$ cat src/rtl/mem_arb_pkg.sv
// Shared types and constants for the two-requester memory port arbiter.
package mem_arb_pkg;

  typedef enum logic [1:0] {
    IDLE    = 2'd0,
    GRANT_I = 2'd1,
    GRANT_D = 2'd2
  } arb_state_e;

  localparam logic OWNER_I = 1'b0;
  localparam logic OWNER_D = 1'b1;

  localparam int STARVE_LIMIT_MIN = 1;
  localparam int STARVE_LIMIT_MAX = 15;
  localparam int STARVE_CNT_W     = 4;

endpackage

$ cat src/rtl/arb_starve_counter.sv
// Saturating count of data grants made while instruction fetch is waiting.
module arb_starve_counter #(
  parameter int LIMIT = 4,
  parameter int CNT_W = 4
) (
  input  logic clk,
  input  logic rst,
  input  logic inc_i,
  input  logic clr_i,
  output logic at_limit_o
);

  logic [CNT_W-1:0] cnt_q, cnt_d;

  always_comb begin
    cnt_d = cnt_q;
    if (clr_i) begin
      cnt_d = '0;
    end else if (inc_i && (cnt_q != CNT_W'(LIMIT))) begin
      cnt_d = cnt_q + 1'b1;
    end
  end

  always_ff @(posedge clk or posedge rst) begin
    if (rst) begin
      cnt_q <= '0;
    end else begin
      cnt_q <= cnt_d;
    end
  end

  assign at_limit_o = (cnt_q == CNT_W'(LIMIT));

endmodule

$ cat src/rtl/mem_port_arbiter.sv
// Shares one memory port between instruction fetch and the data path; data wins
// ties unless instruction fetch has been passed over STARVE_LIMIT times.
module mem_port_arbiter
  import mem_arb_pkg::*;
#(
  parameter int ADDR_W       = 32,
  parameter int DATA_W       = 32,
  parameter int STARVE_LIMIT = 4
) (
  input  logic              CLK,
  input  logic              Reset,
  input  logic              i_req,
  input  logic [ADDR_W-1:0] i_addr,
  output logic [DATA_W-1:0] i_rdata,
  output logic              i_ack,
  input  logic              d_req,
  input  logic              d_we,
  input  logic [ADDR_W-1:0] d_addr,
  input  logic [DATA_W-1:0] d_wdata,
  output logic [DATA_W-1:0] d_rdata,
  output logic              d_ack,
  output logic              m_req,
  output logic              m_we,
  output logic [ADDR_W-1:0] m_addr,
  output logic [DATA_W-1:0] m_wdata,
  input  logic [DATA_W-1:0] m_rdata,
  input  logic              m_ready,
  output logic              busy,
  output logic              owner_d
);

  localparam int LIMIT_C = (STARVE_LIMIT < STARVE_LIMIT_MIN) ? STARVE_LIMIT_MIN :
                           (STARVE_LIMIT > STARVE_LIMIT_MAX) ? STARVE_LIMIT_MAX :
                           STARVE_LIMIT;

  arb_state_e        state_q;
  logic              m_req_q, m_we_q, i_ack_q, d_ack_q;
  logic [ADDR_W-1:0] m_addr_q;
  logic [DATA_W-1:0] m_wdata_q, i_rdata_q, d_rdata_q;

  logic i_eff, d_eff, at_limit, win_valid, win_owner;
  logic starve_inc, starve_clr;

  // A requester whose ack is high this cycle is still dropping its req; ignore it.
  assign i_eff      = i_req & ~i_ack_q;
  assign d_eff      = d_req & ~d_ack_q;
  assign win_valid  = (state_q == IDLE) & (i_eff | d_eff);
  assign win_owner  = (d_eff & ~(i_eff & at_limit)) ? OWNER_D : OWNER_I;
  assign starve_inc = win_valid & (win_owner == OWNER_D) & i_req;
  assign starve_clr = (win_valid & (win_owner == OWNER_I)) |
                      ((state_q != IDLE) & m_ready & ~i_req);

  arb_starve_counter #(
    .LIMIT (LIMIT_C),
    .CNT_W (STARVE_CNT_W)
  ) u_starve (
    .clk        (CLK),
    .rst        (Reset),
    .inc_i      (starve_inc),
    .clr_i      (starve_clr),
    .at_limit_o (at_limit)
  );

  always_ff @(posedge CLK or posedge Reset) begin
    if (Reset) begin
      state_q   <= IDLE;
      m_req_q   <= 1'b0;
      m_we_q    <= 1'b0;
      m_addr_q  <= '0;
      m_wdata_q <= '0;
      i_ack_q   <= 1'b0;
      d_ack_q   <= 1'b0;
      i_rdata_q <= '0;
      d_rdata_q <= '0;
    end else begin
      i_ack_q <= 1'b0;
      d_ack_q <= 1'b0;
      case (state_q)
        IDLE: begin
          if (win_valid) begin
            m_req_q <= 1'b1;
            if (win_owner == OWNER_D) begin
              state_q   <= GRANT_D;
              m_we_q    <= d_we;
              m_addr_q  <= d_addr;
              m_wdata_q <= d_wdata;
            end else begin
              state_q   <= GRANT_I;
              m_we_q    <= 1'b0;
              m_addr_q  <= i_addr;
              m_wdata_q <= '0;
            end
          end
        end
        GRANT_I: begin
          if (m_ready) begin
            state_q   <= IDLE;
            m_req_q   <= 1'b0;
            i_ack_q   <= 1'b1;
            i_rdata_q <= m_rdata;
          end
        end
        GRANT_D: begin
          if (m_ready) begin
            state_q <= IDLE;
            m_req_q <= 1'b0;
            d_ack_q <= 1'b1;
            if (!m_we_q) begin
              d_rdata_q <= m_rdata;
            end
          end
        end
        default: state_q <= IDLE;
      endcase
    end
  end

  assign m_req   = m_req_q;
  assign m_we    = m_we_q;
  assign m_addr  = m_addr_q;
  assign m_wdata = m_wdata_q;
  assign i_ack   = i_ack_q;
  assign d_ack   = d_ack_q;
  assign i_rdata = i_rdata_q;
  assign d_rdata = d_rdata_q;
  assign busy    = (state_q != IDLE);
  assign owner_d = (state_q == GRANT_D);

endmodule

$ cat config.mk
export PLATFORM = sky130hd
export DESIGN_NAME = mem_port_arbiter
export DESIGN_NICKNAME = d
export VERILOG_FILES = /design/src/rtl/mem_arb_pkg.sv /design/src/rtl/arb_starve_counter.sv /design/src/rtl/mem_port_arbiter.sv
export SDC_FILE = /design/constraint.sdc
export NUM_CORES = 1
export LEC_CHECK = 0
export CORE_MARGIN = 3
export CORE_UTILIZATION = 43
export DETAILED_ROUTE_END_ITERATION = 7
export PLACE_DENSITY = 0.78
export SYNTH_ARGS = -nofsm -noshare
export SYNTH_HDL_FRONTEND = slang
export SYNTH_SLANG_ARGS = --single-unit
$ cat constraint.sdc
create_clock -name CLK -period 6.1 [get_ports CLK]
set_input_delay 0.915 -clock CLK [delete_from_list [all_inputs] [get_ports CLK]]
set_output_delay 0.915 -clock CLK [all_outputs]
set_load 0.005 [all_outputs]
; ---- Yosys cells after proc, flatten, opt, wreduce, memory -nomap -nowiden
; Index checks and enable logic that the tools add are counted.
[totals]
elab_cells = 62
inputBits = 134
output_inout_bits = 134
register_bits = 138
[op_classes]
n_reduce_logical = 11
eq_ne = 6
addsub = 1
bitwise_logic = 18
n_mux = 16
[op_table]
columns = operator, n
row1 = $mux W32, 2
row2 = $and A1 B1 Y1, 10
row3 = $mux W4, 2
row4 = $mux W1, 7
row5 = $mux W2, 3
row6 = $not A1 Y1, 6
row7 = $reduce_and A2 Y1, 3
row8 = $reduce_and A3 Y1, 2
row9 = $reduce_bool A2 Y1, 3
row10 = $add A4 B1 Y4 const B, 1
row11 = $eq A4 B3 Y1 const B, 1
row12 = $ne A4 B3 Y1 const B, 1
row13 = $pmux W2 S2, 1
row14 = $eq A2 B1 Y1 const B, 1
row15 = $eq A2 B2 Y1 const B, 1
row16 = $logic_not A2 Y1, 1
row17 = $ne A2 B1 Y1 const B, 1
row18 = $ne A2 B2 Y1 const B, 1
row19 = $or A1 B1 Y1, 2
row20 = $pmux W1 S2, 1
row21 = $reduce_or A2 Y1, 1
row22 = $logic_and A1 B1 Y1, 1

; ---- Longest topological paths before layout
; Gate-level depths: netlist of the first run.
[depth]
depth_word = 11
mapped_depth = 8
mapped_depth_nobuf = 6

; ---- By module
; A second synthesis of the first run with hierarchy kept.
[unflattened]
cells_unflattened = 416
area_unflattened_um2 = 5624.1
[by_module_without_submodules]
columns = module, seq_area_each_um2, cells_each, instances, area_per_inst_um2
row1 = mem_port_arbiter, 3353.2, 391, 1, 5386.4
row2 = arb_starve_counter, 100.1, 25, 1, 237.7

; ---- Least setup slack after synthesis of the first run
; Ideal clock, no wire load.
[synth_timing]
path_type = register to output
from = reg state_q[0]
to = out busy
setup_slack_ns = 4.026
required_time_ns = 5.185
t_arrival_ns = 1.159
n_path_buf = 2
path_stages_with_launch = 6
path_cell_list = dfrtp_1 -> inv_1 -> ha_1 -> inv_1 -> buf_2 -> clkbuf_1
[synth_between]
elab_chain_len = 1
[synth_lines]
columns = element, line
row1 = "start, declared", mem_port_arbiter.sv:36  ; arb_state_e state_q;
row2 = "start signal, assigned", mem_port_arbiter.sv:66  ; state_q <= IDLE;
row3 = "start signal, assigned", mem_port_arbiter.sv:83  ; state_q <= GRANT_D;
row4 = "start signal, assigned", mem_port_arbiter.sv:88  ; state_q <= GRANT_I;
row5 = $reduce_bool A2 Y1, mem_port_arbiter.sv:126  ; assign busy = (state_q != IDLE);
row6 = "end, declared", mem_port_arbiter.sv:28  ; output logic busy,
; Every way passes these cells.

; ---- Worst setup path in the final report of the first run
[layout_timing]
from = in i_req
to = reg m_addr_q[23], in the netlist m_addr[23]
[layout_between]
elab_chain_len = 6
word_cells_on_any_way = 9
cone_classes = 2 x mux / 6 x bitwise / 1 x reduce/logical
[layout_lines]
columns = element, line
row1 = "start, declared", mem_port_arbiter.sv:12  ; input logic i_req,
row2 = $and A1 B1 Y1 (*), mem_port_arbiter.sv:45  ; assign i_eff = i_req & ~i_ack_q;
row3 = $and A1 B1 Y1, mem_port_arbiter.sv:48  ; assign win_owner = (d_eff & ~(i_eff & at_limit)) ? OWNER_D : OWNER_I;
row4 = $not A1 Y1, mem_port_arbiter.sv:48
row5 = $and A1 B1 Y1, mem_port_arbiter.sv:48
row6 = $mux W1, mem_port_arbiter.sv:48
row7 = $mux W32, mem_port_arbiter.sv:82  ; if (win_owner == OWNER_D) begin
row8 = "end signal, assigned", mem_port_arbiter.sv:85  ; m_addr_q <= d_addr;
row9 = "end signal, assigned", mem_port_arbiter.sv:90  ; m_addr_q <= i_addr;
row10 = "end, declared", mem_port_arbiter.sv:38  ; logic [ADDR_W-1:0] m_addr_q;
; Every way passes the cells marked *; elsewhere a longest branch is shown, timed or not.
; A chain may end at the register's enable or synchronous reset.

==> impl_metrics.csv, run 1 <==
group,metric,value,unit
timing,setup_viol,0,
clock_tree,clk-insertion-delay-late,0.42,ns
synthesis,synth_xor_xnor_area_share,0.282,%
detailed_routing,wl_per_cell,20.7,microns
clock_tree,cts_inserted_buffers,17,
pwr,internal_power,3.34,mW
clock_tree,cts.path.max_buffers,2,
clock_tree,clk_pin_slew,0.06,ns
synthesis,yosys.area.top_type_share,55.7,%
placed_design,dp_hpwl,13700,microns
layout,multi_input_area,2460,sq um
synthesis,synth_top_family_by_area,"compound AO/OA/AOI/OAI gates",
clock_tree,post_cts_buffers,0,
pwr,finalPower,4.79,mW
layout,final_core_util,68.4,%
synthesis,yosys-top-cells-area,"dfrtp_1 56%, mux2_2 11%, a22o_1 6.4%",
detailed_routing,postRouteAntennaNets,0,
placed_design,globalplace.congestion,0.795,
detailed_routing,drtPass1Iterations,5,
synthesis,synth_nets,639,
setup_path,crit_path_end_kind,"flip-flop",
pwr,switchingPower,1.45,mW
clock_tree,cts_hold_buf,0,
synthesis,synth-compound-area-share,18.8,%
synthesis,synthMuxAreaShare,11.9,%
global_route,antenna_found_initial,0,
synthesis,synth_top_cell_by_area,"dfrtp_1",
floorplan,start_util,44.3,%
clock_tree,clock-sinks,138,
synthesis,syn_inst,500,
floorplan,pin_count,268,
clock_tree,cts_tree,"yes",
layout,drive_gt1_share,16.5,%
detailed_routing,via_per_inst,5.76,
synthesis,synth_cell_type_count,38,
timing,fin_skew,0.00935,ns
layout,num-fill-cells,982,
pwr,p_clk_share,23.3,%
timing,min_period_over_period,54.3,%
global_route,grt.overflow.total,0,
layout,seqCellArea,3450,sq um
min_path,hp-class,"reg -> reg",
clock_tree,htreeDepth,4,
pwr,power.density,500,nW/um^2
timing,hold_viol_final,0,
pwr,comb_power_share,43.2,%
status,outcome,"finished, final reports clean",
timing,hold-worst-slack,0.503,ns
setup_path,path_class,"in -> reg",
synthesis,synth_warnings,0,
timing,min_period,3.31,ns
detailed_routing,drtIter0Drc,475,
clock_tree,cts-root-buf,"clkbuf_16",
layout,nets,889,
setup_path,cp_max_fo,26,
synthesis,synthSimpleGateAreaFrac,7.56,%
synthesis,synth_edf_count,0,
timing,worst_pin_slew,1.03,ns
pwr,switching_share,30.3,%
setup_path,worstPathArrival,3.62,ns
floorplan,die_h,126,microns
pwr,p_seq_share,33.5,%
floorplan,coreArea,14000,sq um
timing,tns,0,ns
floorplan,die_w,126,microns
layout,diodes,0,
timing,rsz0062_at_grt,"no",
synthesis,yosysSeqAreaShare,55.7,%
synthesis,synth_adder_area_share,1.01,%
clock_tree,cts_resized,0,
synthesis,syn_avg_cell_area,12.4,sq um
global_route,grt_max_degree,88,
pwr,peakVddDrop,336,uV
pwr,total_leakage_power,3.92,nW
synthesis,synth.cell_area,6200,sq um
floorplan,die-area,15900,sq um
synthesis,ys_ff_latch,138,
timing,relSlewSlack,31.3,%
detailed_routing,vias,5426,
setup_path,crit_required,6.41,ns
global_route,grt_first_pass_wirelength,31300,microns
timing,max_freq,0.302,GHz
placed_design,port_buffers,267,
layout,area_growth,54.3,%
global_route,grt_util_all_layers,24.8,%
run,maxCapViolCount,0,
synthesis,ys_async_sr_fraction,100,%
synthesis,ys.flop_type,"dfrtp_1",
global_route,grt_pass1_vias,5802,
detailed_routing,drc,0,
detailed_routing,wl,19500,microns
timing,finalMaxSlewViolations,0,
setup_path,cp-start-kind,"input port",
floorplan,row_count,43,
==> metal layers <==
metal  track usage [%]  wire (microns)  vias up
met4              8.01             478        0
met5                 0               0        -
met3              12.4            2400       40
met2              40.4            9510      310
met1              28.6            7130     2674
li1                  -               -     2402
==> placed cells by master, fill, tap and decap left out, types with 5 or more instances in the layout <==
cell	instances
mux2_2	63
dfrtp_1	138
o22a_1	20
ha_1	5
clkbuf_16	17
o21ai_0	24
nand2_1	7
a221o_1	12
nor2_1	5
inv_1	8
a22o_1	45
clkdlybuf4s50_1	267
o221a_2	16
buf_4	11
a21oi_1	16
nand3_1	26
nor3_1	40
==> power by group through the flow <==
stage	sequential, mW	combinational, mW	clock, mW
2_1_floorplan	1.61	0.871	0
3_3_place_gp	1.58	2.02	0
6_report	1.61	2.07	1.12
4_1_cts	1.61	2.09	1.13
5_1_grt	1.66	2.23	1.18
3_5_place_dp	1.61	2.07	0
==> through the flow <==
stage	std cells	setup slack, ns	cell area [sq um]
after global routing	942	2.67	9570
final	942	2.79	9570
after global placement	911	2.59	8930
after detailed placement	911	2.43	8930
after floorplan	500	1.49	6200
after CTS	942	2.87	9570
==> state kept, by name (all words and copies together) (netlist names) <==
signal / count
d_ack: 1
d_rdata: 32
i_ack: 1
i_rdata: 32
m_addr: 32
m_req: 1
m_wdata: 32
m_we: 1
state_q: 2
u_starve.cnt_q: 4
==> worst max-delay path: stages <==
cell and delay, ns:
clkdlybuf4s50_1 0.48, nand2b_1 0.76, nand2_1 0.77, o22a_1 0.44
o221a_2 0.25
==> cell usage after synthesis, types with 2 or more instances <==
cell type,instances
mux2_2,63
o221a_1,4
nor2_1,5
o22a_1,20
clkbuf_1,13
nor3_1,40
nor2b_1,2
ha_1,5
o21ai_0,24
a22o_1,45
o221a_2,16
dfrtp_1,138
nand2_1,7
inv_1,9
mux2i_1,2
nand3_1,26
a221o_1,12
buf_2,27
buf_6,6
a21oi_1,16
nand2b_1,2
xnor2_1,2
==> final timing paths <==
| check | from | endpoint | slack (ns) | cells past startpoint |
|---|---|---|---|---|
| hold / removal | i_rdata[12] | i_rdata[12] | 0.50 | 1 |
| max in group asynchronous | Reset | m_addr[6] | 3.89 | 3 |
| hold reg to reg | i_rdata[12] | i_rdata[12] | 0.50 | 1 |
| min in group asynchronous | Reset | i_rdata[21] | 1.03 | 2 |
| setup reg to reg | i_ack | m_addr[23] | 3.34 | 4 |
| setup / recovery | i_req | m_addr[23] | 2.79 | 5 |
==> area by class of cell <==
type	instances	area share, %
clock buffers	19	4.73
well taps	180	2.35
multi-input cells	306	25.7
clock inverters	12	1.96
flip-flops and latches	138	36.1
inverters	9	0.405
repair buffers	278	28.8
==> kinds of logic (layout without fill, tap and decap cells) <==
logic type               Yosys count  count (layout)
buffers and inverters             56             318
adder cells (fa/ha/maj)            5               5
multiplexers                      66              66
XOR/XNOR                           2               2
AO/OA/AOI/OAI                    142             142
flip-flops                       138             138
AND/OR/NAND/NOR                   91              91
Note: power is estimated with default switching activity, not from simulation.
==> run 2: changes to the inputs <==
--- a/config.mk
+++ b/config.mk
@@ -6,9 +6,9 @@
 export NUM_CORES = 1
 export LEC_CHECK = 0
 export CORE_MARGIN = 3
-export CORE_UTILIZATION = 43
+export CORE_UTILIZATION = 39
 export DETAILED_ROUTE_END_ITERATION = 7
-export PLACE_DENSITY = 0.78
+export PLACE_DENSITY = 0.75
 export SYNTH_ARGS = -nofsm -noshare
 export SYNTH_HDL_FRONTEND = slang
 export SYNTH_SLANG_ARGS = --single-unit
==> constraint.sdc (replaced) <==
create_clock -name CLK -period 2.68 [get_ports CLK]
set_input_delay 0.402 -clock CLK [delete_from_list [all_inputs] [get_ports CLK]]
set_output_delay 0.402 -clock CLK [all_outputs]
set_load 0.005 [all_outputs]
==> impl_metrics.csv, run 2 (same netlist as run 1, synthesis figures left out) <==
group,metric,value,unit
timing,setup_viol,0,
layout,nets,896,
global_route,grt_util_all_layers,22.6,%
layout,drive_gt1_share,17.3,%
clock_tree,cts_tree,"yes",
setup_path,cp_max_fo,8,
setup_path,worstPathArrival,1.90,ns
clock_tree,clock-sinks,138,
timing,fin_skew,0.00895,ns
placed_design,port_buffers,267,
timing,min_period_over_period,86.0,%
detailed_routing,drtPass1Iterations,5,
floorplan,coreArea,15400,sq um
detailed_routing,wl,19700,microns
floorplan,die_h,132,microns
detailed_routing,postRouteAntennaNets,0,
timing,max_freq,0.434,GHz
floorplan,pin_count,268,
layout,fin_cells,981,
placed_design,dp_hpwl,13900,microns
clock_tree,post_cts_buffers,0,
clock_tree,cts-root-buf,"clkbuf_16",
pwr,peakVddDrop,608,uV
clock_tree,cts.path.max_buffers,2,
timing,worst_pin_slew,1.18,ns
layout,diodes,0,
clock_tree,clk_pin_slew,0.06,ns
timing,rsz0062_at_grt,"no",
global_route,grt_max_degree,78,
layout,num-fill-cells,1163,
layout,area_growth,55.2,%
placed_design,dpl.cell_count,949,
setup_path,path_class,"reg -> out",
setup_path,cp-start-kind,"flip-flop",
floorplan,start_util,40.4,%
timing,relSlewSlack,20.8,%
detailed_routing,vias,5354,
status,outcome,"finished, final reports clean",
global_route,antenna_found_initial,0,
clock_tree,cts_resized,0,
layout,final_common_cell,"clkdlybuf4s50_1",
layout,seqCellArea,3450,sq um
clock_tree,clk-insertion-delay-late,0.41,ns
setup_path,crit_required,2.28,ns
timing,min_period,2.30,ns
layout,multi_input_area,2460,sq um
floorplan,die_w,132,microns
min_path,hp-class,"in -> async",
clock_tree,htreeDepth,4,
floorplan,die-area,17500,sq um
setup_path,crit_path_end_kind,"output pin",
detailed_routing,via_per_inst,5.46,
global_route,grt_pass1_vias,5773,
global_route,grt.overflow.total,0,
detailed_routing,wl_per_cell,20.0,microns
clock_tree,cts_hold_buf,0,
pwr,power.density,1110,nW/um^2
timing,tns,0,ns
clock_tree,cts_inserted_buffers,17,
pwr,finalPower,10.7,mW
run,maxCapViolCount,0,
layout,mostFrequentLayoutCells,"267 x clkdlybuf4s50_1, 138 x dfrtp_1, 63 x mux2_2",
timing,finalMaxSlewViolations,0,
global_route,grt_first_pass_wirelength,31700,microns
detailed_routing,drc,0,
timing,hold_viol_final,0,
pwr,total_leakage_power,3.93,nW
floorplan,row_count,45,
detailed_routing,drtIter0Drc,346,
placed_design,globalplace.congestion,0.779,
run 2: cell types whose count changed in the layout (fill, tap and decap cells not counted), moves of 2 or more:
| cell | previous run | this run |
|---|---|---|
| bufinv_16 | 4 | 1 |
| buf_12 | 0 | 2 |
| buf_4 | 11 | 16 |
| clkinvlp_4 | 2 | 4 |
run 2: path summary, 6_finish.rpt:
check                         endpoint  slack (ns)         startpoint  depth (start not counted)
setup / recovery                  busy        0.38         state_q[0]                          4
hold / removal             d_rdata[28]        0.35              Reset                          2
setup reg to reg            m_addr[25]        0.40  u_starve.cnt_q[0]                          7
hold reg to reg            d_rdata[15]        0.50        d_rdata[15]                          1
max in group asynchronous   m_addr[31]        1.58              Reset                          3
min in group CLK           d_rdata[15]        0.50        d_rdata[15]                          1
run 2: through the flow:
stage	hold slack, ns	worst slack (ns)	instance area (sq um)	utilization, %
finish	0.347	0.376	9630	62.6
global route	0.350	0.244	9630	62.6
CTS	0.337	0.328	9630	62.6
detailed placement	0.492	0.140	9050	58.9
global placement	0.478	0.244	9050	58.9
floorplan	0.489	0.557	6210	-
run 2: worst max-delay path: stages, from the launching register on:
cell,delay (ns)
dfrtp_1,0.36
inv_1,0.08
ha_1,0.21
inv_1,0.27
clkdlybuf4s50_1,0.57
run 2: layer usage:
metal	wire [microns]	track usage [%]	part of all wire [%]
met3	2290	10.4	12
met1	7600	26.7	39
met4	304	6.88	1.5
met2	9470	36.8	48
met5	0	0	0
run 2: layout make-up:
cell class / instances / share of cell area (%)
inverter: 9 / 0.390
clock buffer: 19 / 4.60
multi-input combinational: 306 / 25.6
tap: 211 / 2.74
timing repair buffer: 285 / 29.4
sequential: 138 / 35.9
clock inverter: 13 / 1.39
run 2: power by group:
| part | internal [mW] | total (mW) | switching (mW) |
|---|---|---|---|
| clock network | 1.33 | 2.28 | 0.957 |
| registers | 3.08 | 3.66 | 0.581 |
| logic | 2.95 | 4.76 | 1.81 |
